## config.mk

```make
export PLATFORM = sky130hd
export DESIGN_NAME = seg_display_arbiter
export DESIGN_NICKNAME = d
export VERILOG_FILES = /design/src/rtl/seg_display_arbiter.sv
export SDC_FILE = /design/constraint.sdc
export NUM_CORES = 1
export LEC_CHECK = 0
export ABC_AREA = 0
export ABC_CLOCK_PERIOD_IN_PS = 6700
export CAP_MARGIN = 20
export CORE_AREA = 4 4 95 97
export CTS_BUF_LIST = sky130_fd_sc_hd__clkbuf_2
export DETAILED_ROUTE_END_ITERATION = 10
export DIE_AREA = 0 0 99 101
export DONT_BUFFER_PORTS = 1
export SLEW_MARGIN = 20
export SYNTH_ARGS = -nofsm -noshare
export SYNTH_HDL_FRONTEND = slang
export SYNTH_SLANG_ARGS = --single-unit
```

## constraint.sdc

```tcl
create_clock -name CLK -period 6.7 [get_ports CLK]
set_clock_uncertainty 0.15 [all_clocks]
set_input_delay 1.675 -clock CLK [delete_from_list [all_inputs] [get_ports CLK]]
set_output_delay 1.675 -clock CLK [all_outputs]
set_load 0.02 [all_outputs]
```

## src/rtl/seg_display_arbiter.sv

```systemverilog
// Round-robin arbiter sharing one 4-digit 7-segment display among up to four requesters,
// with a minimum dwell before preemption. Define SEG_ARB_SRC_TAG_EN to show the owner index on the leftmost digit.
module seg_display_arbiter #(
    parameter int N_SRC       = 4,
    parameter int HOLD_CYCLES = 50000000,
    parameter int CNT_W       = 26
) (
    input  logic                 CLK,
    input  logic                 RST,
    input  logic [N_SRC-1:0]     REQ,
    input  logic [16*N_SRC-1:0]  VAL,
    output logic [N_SRC-1:0]     GNT,
    output logic                 LATCH,
    output logic [15:0]          NUM,
    output logic [1:0]           SRC,
    output logic                 ACTIVE
);

    typedef enum logic {S_IDLE, S_SHOW} state_t;

    localparam logic [CNT_W-1:0] CNT_MAX = CNT_W'(HOLD_CYCLES - 1);

    state_t             state_q, state_d;
    logic [N_SRC-1:0]   gnt_q, gnt_d;
    logic               latch_q, latch_d;
    logic [15:0]        num_q, num_d;
    logic [1:0]         src_q, src_d;
    logic [1:0]         ptr_q, ptr_d;
    logic [CNT_W-1:0]   cnt_q, cnt_d;

    // Requests and values padded to four slots so a 2-bit index is always in range.
    logic [3:0]         req_pad;
    logic [15:0]        val_arr [0:3];

    genvar gi;
    generate
        for (gi = 0; gi < 4; gi++) begin : g_pad
            if (gi < N_SRC) begin : g_real
                assign req_pad[gi] = REQ[gi];
                assign val_arr[gi] = VAL[16*gi +: 16];
            end else begin : g_absent
                assign req_pad[gi] = 1'b0;
                assign val_arr[gi] = 16'h0000;
            end
        end
    endgenerate

    logic       sel_found;
    logic [1:0] sel_idx;
    logic [1:0] scan_idx;
    logic       owner_req;
    logic       other_req;
    logic       do_grant;
    logic [1:0] disp_idx;
    logic [15:0] disp_num;

    // Rotating priority scan starting at the round-robin pointer.
    always_comb begin
        sel_found = 1'b0;
        sel_idx   = 2'd0;
        scan_idx  = 2'd0;
        for (int k = 0; k < N_SRC; k++) begin
            scan_idx = 2'((int'(ptr_q) + k) % N_SRC);
            if (!sel_found && req_pad[scan_idx]) begin
                sel_found = 1'b1;
                sel_idx   = scan_idx;
            end
        end
    end

    always_comb begin
        owner_req = req_pad[src_q];
        other_req = |(req_pad & ~(4'b0001 << src_q));

        do_grant = 1'b0;
        if (state_q == S_IDLE || !owner_req) begin
            do_grant = sel_found;
        end else if (cnt_q == CNT_MAX && other_req) begin
            // ptr already sits at owner+1, so the scan reaches the owner last.
            do_grant = 1'b1;
        end

        disp_idx = do_grant ? sel_idx : src_q;
`ifdef SEG_ARB_SRC_TAG_EN
        disp_num = {2'b00, disp_idx, val_arr[disp_idx][11:0]};
`else
        disp_num = val_arr[disp_idx];
`endif

        state_d = state_q;
        gnt_d   = gnt_q;
        latch_d = 1'b0;
        num_d   = num_q;
        src_d   = src_q;
        ptr_d   = ptr_q;
        cnt_d   = cnt_q;

        if (do_grant) begin
            state_d = S_SHOW;
            gnt_d   = N_SRC'(4'b0001 << sel_idx);
            latch_d = 1'b1;
            num_d   = disp_num;
            src_d   = sel_idx;
            ptr_d   = 2'((int'(sel_idx) + 1) % N_SRC);
            cnt_d   = '0;
        end else if (state_q == S_SHOW && owner_req) begin
            num_d = disp_num;
            if (cnt_q != CNT_MAX) begin
                cnt_d = cnt_q + 1'b1;
            end
        end else begin
            // Nobody wants the display: release it but leave the last value frozen.
            state_d = S_IDLE;
            gnt_d   = '0;
        end
    end

    always_ff @(posedge CLK) begin
        if (RST) begin
            state_q <= S_IDLE;
            gnt_q   <= '0;
            latch_q <= 1'b0;
            num_q   <= 16'h0000;
            src_q   <= 2'd0;
            ptr_q   <= 2'd0;
            cnt_q   <= '0;
        end else begin
            state_q <= state_d;
            gnt_q   <= gnt_d;
            latch_q <= latch_d;
            num_q   <= num_d;
            src_q   <= src_d;
            ptr_q   <= ptr_d;
            cnt_q   <= cnt_d;
        end
    end

    assign GNT    = gnt_q;
    assign LATCH  = latch_q;
    assign NUM    = num_q;
    assign SRC    = src_q;
    assign ACTIVE = (state_q == S_SHOW);

endmodule
```

# After elaboration in Yosys (flattened, before gate mapping)
# Cells that the tools add are included.
[totals]
register_bits = 52
input_bits = 70
output_inout_bits = 24
elab_cells = 72
[classes]
add_sub_neg = 5
order_cmp = 6
eq_ne = 3
shifts = 2
mux = 31
n_bitwise = 4
reduce_logical = 14
[op_table]
columns = ["cell", "n"]
rows = [
  ["two-way mux 16 bit", 4],
  ["binary-select mux 16 bit (select 2 bit)", 1],
  ["adder 26 x 1 -> 26 bit (second input constant)", 1],
  ["equality test 26 bit (second input constant)", 1],
  ["inequality test 26 bit (second input constant)", 1],
  ["less-than comparator 2 x 3 -> 1 bit (second input constant)", 5],
  ["two-way mux 1 bit", 14],
  ["binary-select mux 1 bit (select 2 bit)", 5],
  ["two-way mux 2 bit", 5],
  ["two-way mux 4 bit", 2],
  ["<< shifter 1 x 2 -> 4 bit (first input constant)", 2],
  ["logical AND 1 bit", 5],
  ["adder 2 x 1 -> 2 bit (second input constant)", 2],
  ["adder 2 bit (second input constant)", 2],
  ["bitwise AND 4 bit", 1],
  ["zero test 1 bit", 4],
  ["inverter 4 bit", 1],
  ["OR reduction 4 bit", 1],
  [">= comparator 3 bit (second input constant)", 1],
  ["inverter 2 -> 3 bit", 1],
  ["inequality test 2 bit (second input constant)", 1],
  ["AND reduction 2 bit", 1],
  ["nonzero test 2 bit", 1],
  ["OR reduction 2 bit", 1],
  ["other kinds (2)", 2],
]

# Longest topological paths before layout
# Gate-level depths: netlist of the first run.
[logic_depth]
word_depth = 20
ltp_mapped = 10
mapped_depth_nobuf = 8

# Worst setup path after synthesis of the first run
# No wires, ideal clock.
[synth_path]
kind = "input to register"
from = "input REQ[3]"
to = "register num_q[0] (netlist: NUM[0])"
arrival_time_ns = 3.339
path_slack_ns = 3.077
cell_stages = 9
path_buffers = 3
path_cell_list = "mux4_2 and2_0 buf_2 o22a_1 a22o_1 buf_6 buf_6 mux2i_1 o221ai_1"
[synth_via]
elab_chain_len = 20
word_cells_on_any_way = 40
cone_classes = "mux (26); bitwise (2); reduce/logical (12)"
[synth_lines]
columns = ["element", "line_no", "source"]
rows = [
  ["from (decl)", "10", "input logic [N_SRC-1:0] REQ,"],
  ["binary-select mux 1 bit (select 2 bit)", "64", "if (!sel_found && req_pad[scan_idx]) begin"],
  ["two-way mux 1 bit (not written as such)", "64", ""],
  ["two-way mux 1 bit", "64", ""],
  ["zero test 1 bit", "64", ""],
  ["logical AND 1 bit", "64", ""],
  ["two-way mux 1 bit", "64", ""],
  ["zero test 1 bit", "64", ""],
  ["logical AND 1 bit", "64", ""],
  ["(+3 left out)", "-", ""],
  ["two-way mux 1 bit", "64", ""],
  ["two-way mux 1 bit", "76", "if (state_q == S_IDLE || !owner_req) begin"],
  ["two-way mux 2 bit", "-", ""],
  ["inverter 2 -> 3 bit (not written as such)", "87", "disp_num = val_arr[disp_idx];"],
  ["binary-select mux 16 bit (select 2 bit)", "87", ""],
  ["two-way mux 16 bit (not written as such) (2 in series)", "87", ""],
  ["two-way mux 16 bit", "106", "end else if (state_q == S_SHOW && owner_req) begin"],
  ["two-way mux 16 bit", "98", "if (do_grant) begin"],
  ["to (signal assigned)", "131", "num_q <= num_d;"],
  ["to (decl)", "26", "logic [15:0] num_q, num_d;"],
]
# Parallel ways exist; a longest one is shown, timed or not. The select of a mux whose other input is x is not followed.
# A chain may end at the register's enable or synchronous reset.

# Final worst setup path of the first run
[layout_path]
from = "input REQ[3]"
to = "register num_q[13] (netlist: NUM[13])"
# The elaborated chain is that of the path after synthesis.

==> impl_metrics.toml, run 1 <==
[synthesis]
synth-seq-cells = 52
ys_seq_area_frac = 0.3831
synth_top_area_share = 0.3831
syn_nets = 363
ys.flop_type = "dfxtp_1"
synthTopCellsByArea = "dfxtp_1 (38%), mux2i_1 (13%), o221ai_1 (5.5%), xor2_1 (5.2%), nor2_1 (4.8%)"
synth_edf_count = 0
yosys.area.top_type = "dfxtp_1"
yosys-top-cells-count = "dfxtp_1 (52), mux2i_1 (35), nor2_1 (35)"
netlist_area_mm2 = 0.002718
synth-async-reset-ratio = 0
yosys_warnings = 0
syn_avg_cell_area_um2 = 9.436
synth_cell_type_count = 42
syn-instance-count = 288
yosysMostFrequentCell = "dfxtp_1"

[global_routing]
grt_pass1_wl_um = 9811
grt_max_degree = 34
gr-total-overflow = 0
track_usage = 0.1211
antenna_found_initial = 1
grt_pass1_vias = 2021

[critical_path]
crit_path_start = "REQ[3]"
cp_cell_sequence = "mux4_2 -> and2_0 -> o21ai_2 -> a22o_2 -> mux2i_1 -> o221ai_1"
arrival_ns = 3.81
crit_path_start_kind = "input pin"
path_max_fanout = 33
cpPeakStageDelay_ns = 0.82
critical_path_buf_inv_count = 0
crit_family = "compound AO/OA/AOI/OAI gates"
cp.required_ns = 6.84
timing.rr.start = "SRC[0]$_SDFF_PP0_"
slowest_stage = "a22o_2"
crit_path_end_kind = "register"
crit_type = "input pin to register"

[clock_tree]
clock-root-buffer = "clkbuf_2"
cts_num_sinks = 52
cts_buffers = 5
path_clk_slew_ns = 0.24
clk_latency_ns = 0.44
clk_path_buf_depth = 2
cts_tree = "built"
hold_buffers = 0
post_cts_buffers = 0
ctsResizeCount = 0
htree_levels = 2

[cells_and_area]
finalNonFillerCells = 385
finish.instance_area_mm2 = 0.002803
nets = 354
syn2layout_area_growth_pct = 3.131
drive_above_1_share = 0.05018

[sta]
period_share = 0.5474
fmax_mhz = 272.6
drv_slew = 0
maxSlewHeadroom = 0.3043
hold_viol = 0
setup_viol = 0
worstMarginPinSlew_ns = 1.043
rsz0062_at_grt = "false"
finalCriticalPeriod_ns = 3.668
finalSetupTns_ns = 0

[run_status]
status = "finished, final reports clean"

[floorplanning]
die_area_mm2 = 0.009999
die_x_um = 99
die_y_um = 101
initial_core_util = 0.3341
coreArea_mm2 = 0.008134
row_count = 33
num_io_pins = 94

[pwr]
ir_drop_v = 0.00007774
leakage_nw = 0.9406
cellPowerDensity_mw_per_mm2 = 228.4

[place]
place_area_mm2 = 0.002763
port_buffers = 0
finalWeightedCongestion = 0.7821
dpl.hpwl_um = 4526
placedCellCount = 377

[routing]
wl_um = 6273
via_count = 2057
via_per_inst = 5.343
post_drt_wl_per_cell_um = 16.29
dr.pass1.iters = 4
drc = 0
drtIter0Drc = 110
ant_nets = 0

[min_path]
min_path_type = "register to register"
hold_start = "cnt_q[21]$_SDFFE_PP0P_"

[flow_run]
drv_cap = 0
[area by class of cell]
type                       count  area, um^2
clock buffer                   5       25.02
timing repair buffer           1       7.507
fill                         821        5331
antenna                        1       2.502
sequential                    52        1041
multi-input combinational    214        1564
inverter                       5       18.77
tap                          105       131.4
clock inverter                 2       12.51
[where the power goes]
part	leakage [nW]	total, mW	internal [mW]	switching (mW)
sequential	0.425	0.390	0.337	0.0527
combinational	0.491	0.129	0.0598	0.0691
clock	0.0248	0.121	0.0230	0.0982
total	0.941	0.640	0.420	0.220
[worst min-delay path: cells and delay by family (launching register included)]
kind | cells | cell delay, ns
compound gates | 2 | 0.14
flops | 1 | 0.39
[state kept, by name, summed over array words and instances (netlist names)]
name	count
ACTIVE	1
GNT	4
LATCH	1
NUM	16
SRC	2
cnt_q	26
ptr_q	2
[layout by cell type, fill, tap and decap left out, types with 4 or more instances in the layout]
cell type  instances
dfxtp_1           52
mux2i_1           35
nor2_1            35
nand3b_1          17
o221ai_1          17
xor2_1            16
nand3_1           13
nand2_1            9
xnor2_1            8
a21oi_1            7
nor3b_1            7
inv_1              5
nand4_1            5
and3_1             5
ha_1               5
clkbuf_2           5
and4_1             4
nor2b_1            4
o21ai_0            4
[per-stage QoR]
stage	power [mW]	util	setup WS (ns)	hold slack, ns
finish	0.6402	0.3446	3.032	0.3828
global route	0.6771	0.3446	2.957	0.3825
CTS	0.6471	0.3443	3.079	0.3751
detailed placement	0.5258	0.3396	2.555	0.3470
global placement	0.5228	0.3396	2.658	0.3327
floorplan	0.5081	-	3.077	0.3127
[worst paths after layout]
path	end	slack [ns]	cells after the start
hold / removal	cnt_q[21]$_SDFFE_PP0P_	0.38	2
hold reg to reg	cnt_q[21]$_SDFFE_PP0P_	0.38	2
setup / recovery	NUM[13]$_SDFFE_PP0P_	3.03	6
setup reg to reg	NUM[13]$_SDFFE_PP0P_	3.51	6
[per-layer routing]
metal	track usage	wire length, um	vias up
li1	-	-	1025
met1	0.1551	2822	976
met2	0.1901	3017	51
met3	0.03668	357	5
met4	0.04937	76	0
met5	0	0	-
[cell families after synthesis]
| logic type | share of synthesized area |
|---|---|
| and+or+nand+nor | 0.2247 |
| muxes | 0.1372 |
| AOI/OAI and AO/OA | 0.1105 |
| buffers and inverters | 0.04420 |
| xor gates and xnor gates | 0.07735 |
| adders and majority gates | 0.02302 |
| DFF | 0.3831 |
Power figures use the tool's default switching activity.
==> run 2: changes to the inputs <==
- ABC_AREA: 0 -> 1
- ABC_CLOCK_PERIOD_IN_PS: 6700 -> 3300
- CORE_AREA: 4 4 95 97 -> 4 4 110 112
- DIE_AREA: 0 0 99 101 -> 0 0 114 116
- clock period: 6.7 -> 3.3 ns (I/O delays scaled with it)
==> run 2 against run 1 <==
  * Cell count is 94% higher
  * Critical endpoint is now NUM[2]$_SDFFE_PP0P_
  * Via count increased by 78%
  * Highest routed layer unchanged
  * Sequential share of layout area is 9.9 points lower
  * Global-route usage is 2.9 points higher
  * Critical path type is now register to register
==> impl_metrics.toml, run 2 <==
[synthesis]
ys_seq_area_frac = 0.2809
synth_compound_gate_area_share = 0.07326
synth_cell_type_count = 34
syn_nets = 688
yosysMostFrequentCell = "nand2_1"
yosys-top-cells-count = "nand2_1 (166), inv_1 (126), nand3_1 (83)"
synthAdderAreaFrac = 0.01688
netlist_area_mm2 = 0.003706
syn-instance-count = 613
synth_top_family_by_area = "simple AND/OR/NAND/NOR gates"
synth-async-reset-ratio = 0
yosys.area.top_type = "dfxtp_1"
synth_simple_gate_area_frac = 0.4473
synthXorXnorAreaFrac = 0.01654
syn_avg_cell_area_um2 = 6.046
synth-seq-cells = 52
yosys_warnings = 0
synth_top_area_share = 0.2809
ys.flop_type = "dfxtp_1"
synth_edf_count = 0
synthTopCellsByArea = "dfxtp_1 (28%), nand2_1 (17%), inv_1 (13%), nand3_1 (11%), nor2_1 (4.0%)"
post_synth_mux_area_share = 0

[global_routing]
grt_pass1_wl_um = 16390
grt_pass1_vias = 3544
antenna_found_initial = 0
track_usage = 0.1503
gr-total-overflow = 0
grt_max_degree = 34

[pwr]
leakage_nw = 1.931
cellPowerDensity_mw_per_mm2 = 893.3
ir_drop_v = 0.0004563
p_total_mw = 3.408

[cells_and_area]
antenna_cells = 0
nets = 678
final_cell_mix = "nand2_1 (166), inv_1 (126), nand3_1 (83)"
syn2layout_area_growth_pct = 2.937
layout_commonest_cell = "nand2_1"
drive_above_1_share = 0.05804
largest_reg_flops = 26
regMostFlops = "cnt_q"

[clock_tree]
post_cts_buffers = 0
clk_latency_ns = 0.45
path_clk_slew_ns = 0.26
ctsResizeCount = 0
clock-root-buffer = "clkbuf_2"
cts_buffers = 5
cts_tree = "built"
hold_buffers = 0
htree_levels = 2
clk_path_buf_depth = 2
cts_num_sinks = 52

[flow_run]
drv_cap = 0

[floorplanning]
die_area_mm2 = 0.01322
initial_core_util = 0.3302
die_y_um = 116
die_x_um = 114
row_count = 39
num_io_pins = 94
coreArea_mm2 = 0.01122

[routing]
post_drt_wl_per_cell_um = 13.18
via_count = 3665
dr.pass1.iters = 5
via_per_inst = 4.913
wl_um = 9834
drc = 0
drtIter0Drc = 185
ant_nets = 0

[place]
port_buffers = 0
finalWeightedCongestion = 0.8480
dpl.hpwl_um = 7553

[critical_path]
cp.required_ns = 3.55
crit_type = "register to register"
crit_path_start_kind = "register"
reg2reg_depth = 15
path_max_fanout = 33
worst-r2r-setup-slack_ns = 0.55
rr_endpoint = "NUM[2]$_SDFFE_PP0P_"
crit_path_end_kind = "register"
timing.rr.start = "ptr_q[0]$_SDFFE_PP0P_"
arrival_ns = 2.99

[sta]
worstMarginPinSlew_ns = 0.7381
hold_viol = 0
fmax_mhz = 364.2
drv_slew = 0
finalSetupTns_ns = 0
maxSlewHeadroom = 0.5074
setup_viol = 0
rsz0062_at_grt = "false"
finalCriticalPeriod_ns = 2.745
period_share = 0.8319

[min_path]
min_to = "ptr_q[0]$_SDFFE_PP0P_"
min_path_type = "input pin to register"
hold_depth = 1
hold_start = "RST"

[run_status]
status = "finished, final reports clean"
-- run 2: metrics by stage --
step	setup WS (ns)	hold slack, ns	cells	instance area, um^2	util
CTS	0.5395	0.2001	746	3815	0.3399
floorplan	0.9232	0.3016	613	3706	-
global route	0.2796	0.1923	746	3815	0.3399
detailed placement	0.3936	0.3255	739	3780	0.3368
finish	0.5546	0.2470	746	3815	0.3399
global placement	0.4670	0.3185	739	3780	0.3368
-- run 2: critical path, stage by stage, from the launching register on --
cell	delay [ns]
dfxtp_1	0.63
inv_2	0.16
nand2_1	0.11
nand2_2	0.09
nand2_1	0.08
nand2_1	0.09
nor2_4	0.14
nand3b_4	0.10
nand2_2	0.12
nand2_4	0.22
nand2_4	0.37
nand2_1	0.10
nand3_1	0.10
nand3_1	0.11
nand2_1	0.08
inv_1	0.04
-- run 2: how the worst max path moves through the flow --
stage                                from                   end  slack [ns]
detailed placement                 REQ[1]   NUM[2]$_SDFFE_PP0P_        0.39
CTS                 ptr_q[0]$_SDFFE_PP0P_   NUM[2]$_SDFFE_PP0P_        0.54
global route        ptr_q[0]$_SDFFE_PP0P_   NUM[2]$_SDFFE_PP0P_        0.28
finish              ptr_q[0]$_SDFFE_PP0P_   NUM[2]$_SDFFE_PP0P_        0.55
floorplan                          REQ[1]  NUM[10]$_SDFFE_PP0P_        0.92
global placement                   REQ[1]   NUM[2]$_SDFFE_PP0P_        0.47
-- run 2: layout make-up --
cell class,instances,area [um^2]
repair buffers,3,22.52
flip-flops and latches,52,1041
well taps,143,178.9
multi-input cells,412,2053
fillers,1269,7408
clock inverters,1,5.005
inverters,129,484.2
clock buffers,6,30.03
-- run 2: cell families after synthesis --
kind of cell               Yosys count
and+or+nand+nor                    350
buffers and inverters              149
DFF                                 52
AOI/OAI and AO/OA                   50
xor gates and xnor gates             7
adders and majority gates            5
-- run 2: per-layer routing --
metal / global-route usage / vias up / routed length (um)
li1: - / 1882 / -
met1: 0.1761 / 1655 / 4360
met5: 0 / - / 0
met3: 0.05013 / 16 / 746
met4: 0.04434 / 0 / 200
met2: 0.2615 / 112 / 4527
-- run 2: power breakdown --
part	internal (mW)	total, mW	switching (mW)
combinational	0.676	2.14	1.46
sequential	0.764	1.02	0.255
clock	0.0504	0.253	0.203
==> run 3: changes to the inputs <==
- ABC_CLOCK_PERIOD_IN_PS: 3300 -> 2500
- clock period: 3.3 -> 2.5 ns (I/O delays scaled with it)
==> run 3 against run 2 <==
  * Flip-flop and latch count did not move
  * Die area did not move
  * Hold slack got worse by 0.17 ns
  * Wire length rose by 1.3%
  * Non-clock buffer count rose by 13
  * Critical path depth fell by 2
  * Fmax rose by 19%
  * First-iteration DRC count fell by 4.9%
  * Combinational power rose by 53%
  * Via count rose by 0.76%
  * Cell area rose by 5.6%
  * Critical path type unchanged
  * Critical endpoint is now NUM[9]$_SDFFE_PP0P_
  * Largest cell class unchanged
==> impl_metrics.toml, run 3 (synthesis gave the netlist of run 2 again) <==
[run_status]
status = "finished, final reports clean"

[routing]
via_count = 3693
dr.pass1.iters = 4
via_per_inst = 4.846
drc = 0
wl_um = 9960
drtIter0Drc = 176
post_drt_wl_per_cell_um = 13.07
ant_nets = 0

[place]
finalWeightedCongestion = 0.8946
dpl.hpwl_um = 7592
placedCellCount = 749
pre_cts_ws_ns = -0.01226
port_buffers = 0

[floorplanning]
initial_core_util = 0.3302
num_io_pins = 94
die_x_um = 114
row_count = 39
die_area_mm2 = 0.01322
coreArea_mm2 = 0.01122
die_y_um = 116

[critical_path]
path_max_fanout = 32
path_common_cell = "nand2_2"
reg2reg_depth = 13
crit_type = "register to register"
arrival_ns = 2.54
cp_cell_sequence = "inv_2 -> nand2_2 -> nand2_2 -> o21ai_1 -> nand3b_4 -> nand2_2 -> nand2_4 -> buf_12 -> nand3b_1 -> nand3_1 -> nand3_1 -> nand2_1 -> inv_1"
crit_path_start = "ptr_q[1]$_SDFFE_PP0P_"
slowest_stage = "dfxtp_1"
cpPeakStageDelay_ns = 0.51
rr_endpoint = "NUM[9]$_SDFFE_PP0P_"
timing.rr.start = "ptr_q[1]$_SDFFE_PP0P_"
worst-r2r-setup-slack_ns = 0.19
crit_path_start_kind = "register"
crit_path_end_kind = "register"
crit_end = "NUM[9]$_SDFFE_PP0P_"
cp.required_ns = 2.73

[pwr]
ir_drop_v = 0.0007356
leakage_nw = 2.036
p_total_mw = 5.028
cellPowerDensity_mw_per_mm2 = 1248

[cells_and_area]
syn2layout_area_growth_pct = 8.710
drive_above_1_share = 0.09208
register_area_mm2 = 0.001045
largest_reg_flops = 26
regMostFlops = "cnt_q"
layout_commonest_cell = "nand2_1"
antenna_cells = 0
finalNonFillerCells = 762
final_cell_mix = "nand2_1 (165), inv_1 (126), nand3_1 (83)"
multi_input_area_mm2 = 0.002111
fillers = 1226
nets = 693

[global_routing]
track_usage = 0.1483
grt_max_degree = 34
gr-total-overflow = 0
antenna_found_initial = 0
grt_pass1_vias = 3475
grt_pass1_wl_um = 16180

[clock_tree]
cts_tree = "built"
cts_num_sinks = 52
clock-root-buffer = "clkbuf_2"
clk_path_buf_depth = 2
path_clk_slew_ns = 0.26
htree_levels = 2
cts_buffers = 5
clk_latency_ns = 0.43

[sta]
drv_slew = 0
hold_viol = 0
period_share = 0.9236
setup_viol = 0
worstMarginPinSlew_ns = 0.4061
finalCriticalPeriod_ns = 2.309
postLayoutSetupSlackWorst_ns = 0.1910
holdWs_ns = 0.07314
fmax_mhz = 433.1
maxSlewHeadroom = 0.7268

[min_path]
min_path_type = "input pin to register"

[flow_run]
drv_cap = 0
-- run 3: what timing repair did --
action,in CTS,in global routing
setup buffers,0,3
endpoints found under the setup margin,0,17
resized for setup,0,12
hold buffers,0,0
-- run 3: worst max-delay path, delay by kind of cell, from the launching register on --
family	cells	cell delay (ns)
compound gates	1	0.25
buf+inv	3	0.32
flops	1	0.51
simple gates	9	1.01
-- run 3: final cells by class --
cell class | count | area share
clock inverter | 2 | 0.008696
multi-input combinational | 414 | 0.5239
inverter | 129 | 0.1202
sequential | 52 | 0.2593
tap | 143 | 0.04441
timing repair buffer | 16 | 0.03602
clock buffer | 6 | 0.007453
-- run 3: per-stage QoR --
stage / TNS, ns / util / cell area, um^2
2_1_floorplan: 0 / - / 3706
3_3_place_gp: 0 / 0.3457 / 3880
3_5_place_dp: -0.01829 / 0.3457 / 3880
4_1_cts: 0 / 0.3515 / 3945
5_1_grt: -0.01204 / 0.3590 / 4029
6_report: 0 / 0.3590 / 4029
-- run 3: worst min path at each step --
stage                                     start                     to  cells after the start
after CTS                                   RST  ptr_q[0]$_SDFFE_PP0P_                      1
after floorplan           cnt_q[4]$_SDFFE_PP0P_  cnt_q[4]$_SDFFE_PP0P_                      2
after global placement    cnt_q[1]$_SDFFE_PP0P_  cnt_q[1]$_SDFFE_PP0P_                      2
after global routing                        RST  ptr_q[0]$_SDFFE_PP0P_                      1
final                                       RST  ptr_q[0]$_SDFFE_PP0P_                      1
after detailed placement  cnt_q[1]$_SDFFE_PP0P_  cnt_q[1]$_SDFFE_PP0P_                      2
-- run 3: layer usage --
layer	share of wire	GRT usage	vias up
met2	0.46	0.2486	128
met1	0.45	0.1864	1632
li1	-	-	1916
met5	0	0	-
met4	0.023	0.04592	0
met3	0.064	0.03969	17
-- run 3: where the power goes --
part | internal (mW) | switching (mW)
combinational | 1.13 | 2.15
clock | 0.172 | 0.264
sequential | 1.01 | 0.303
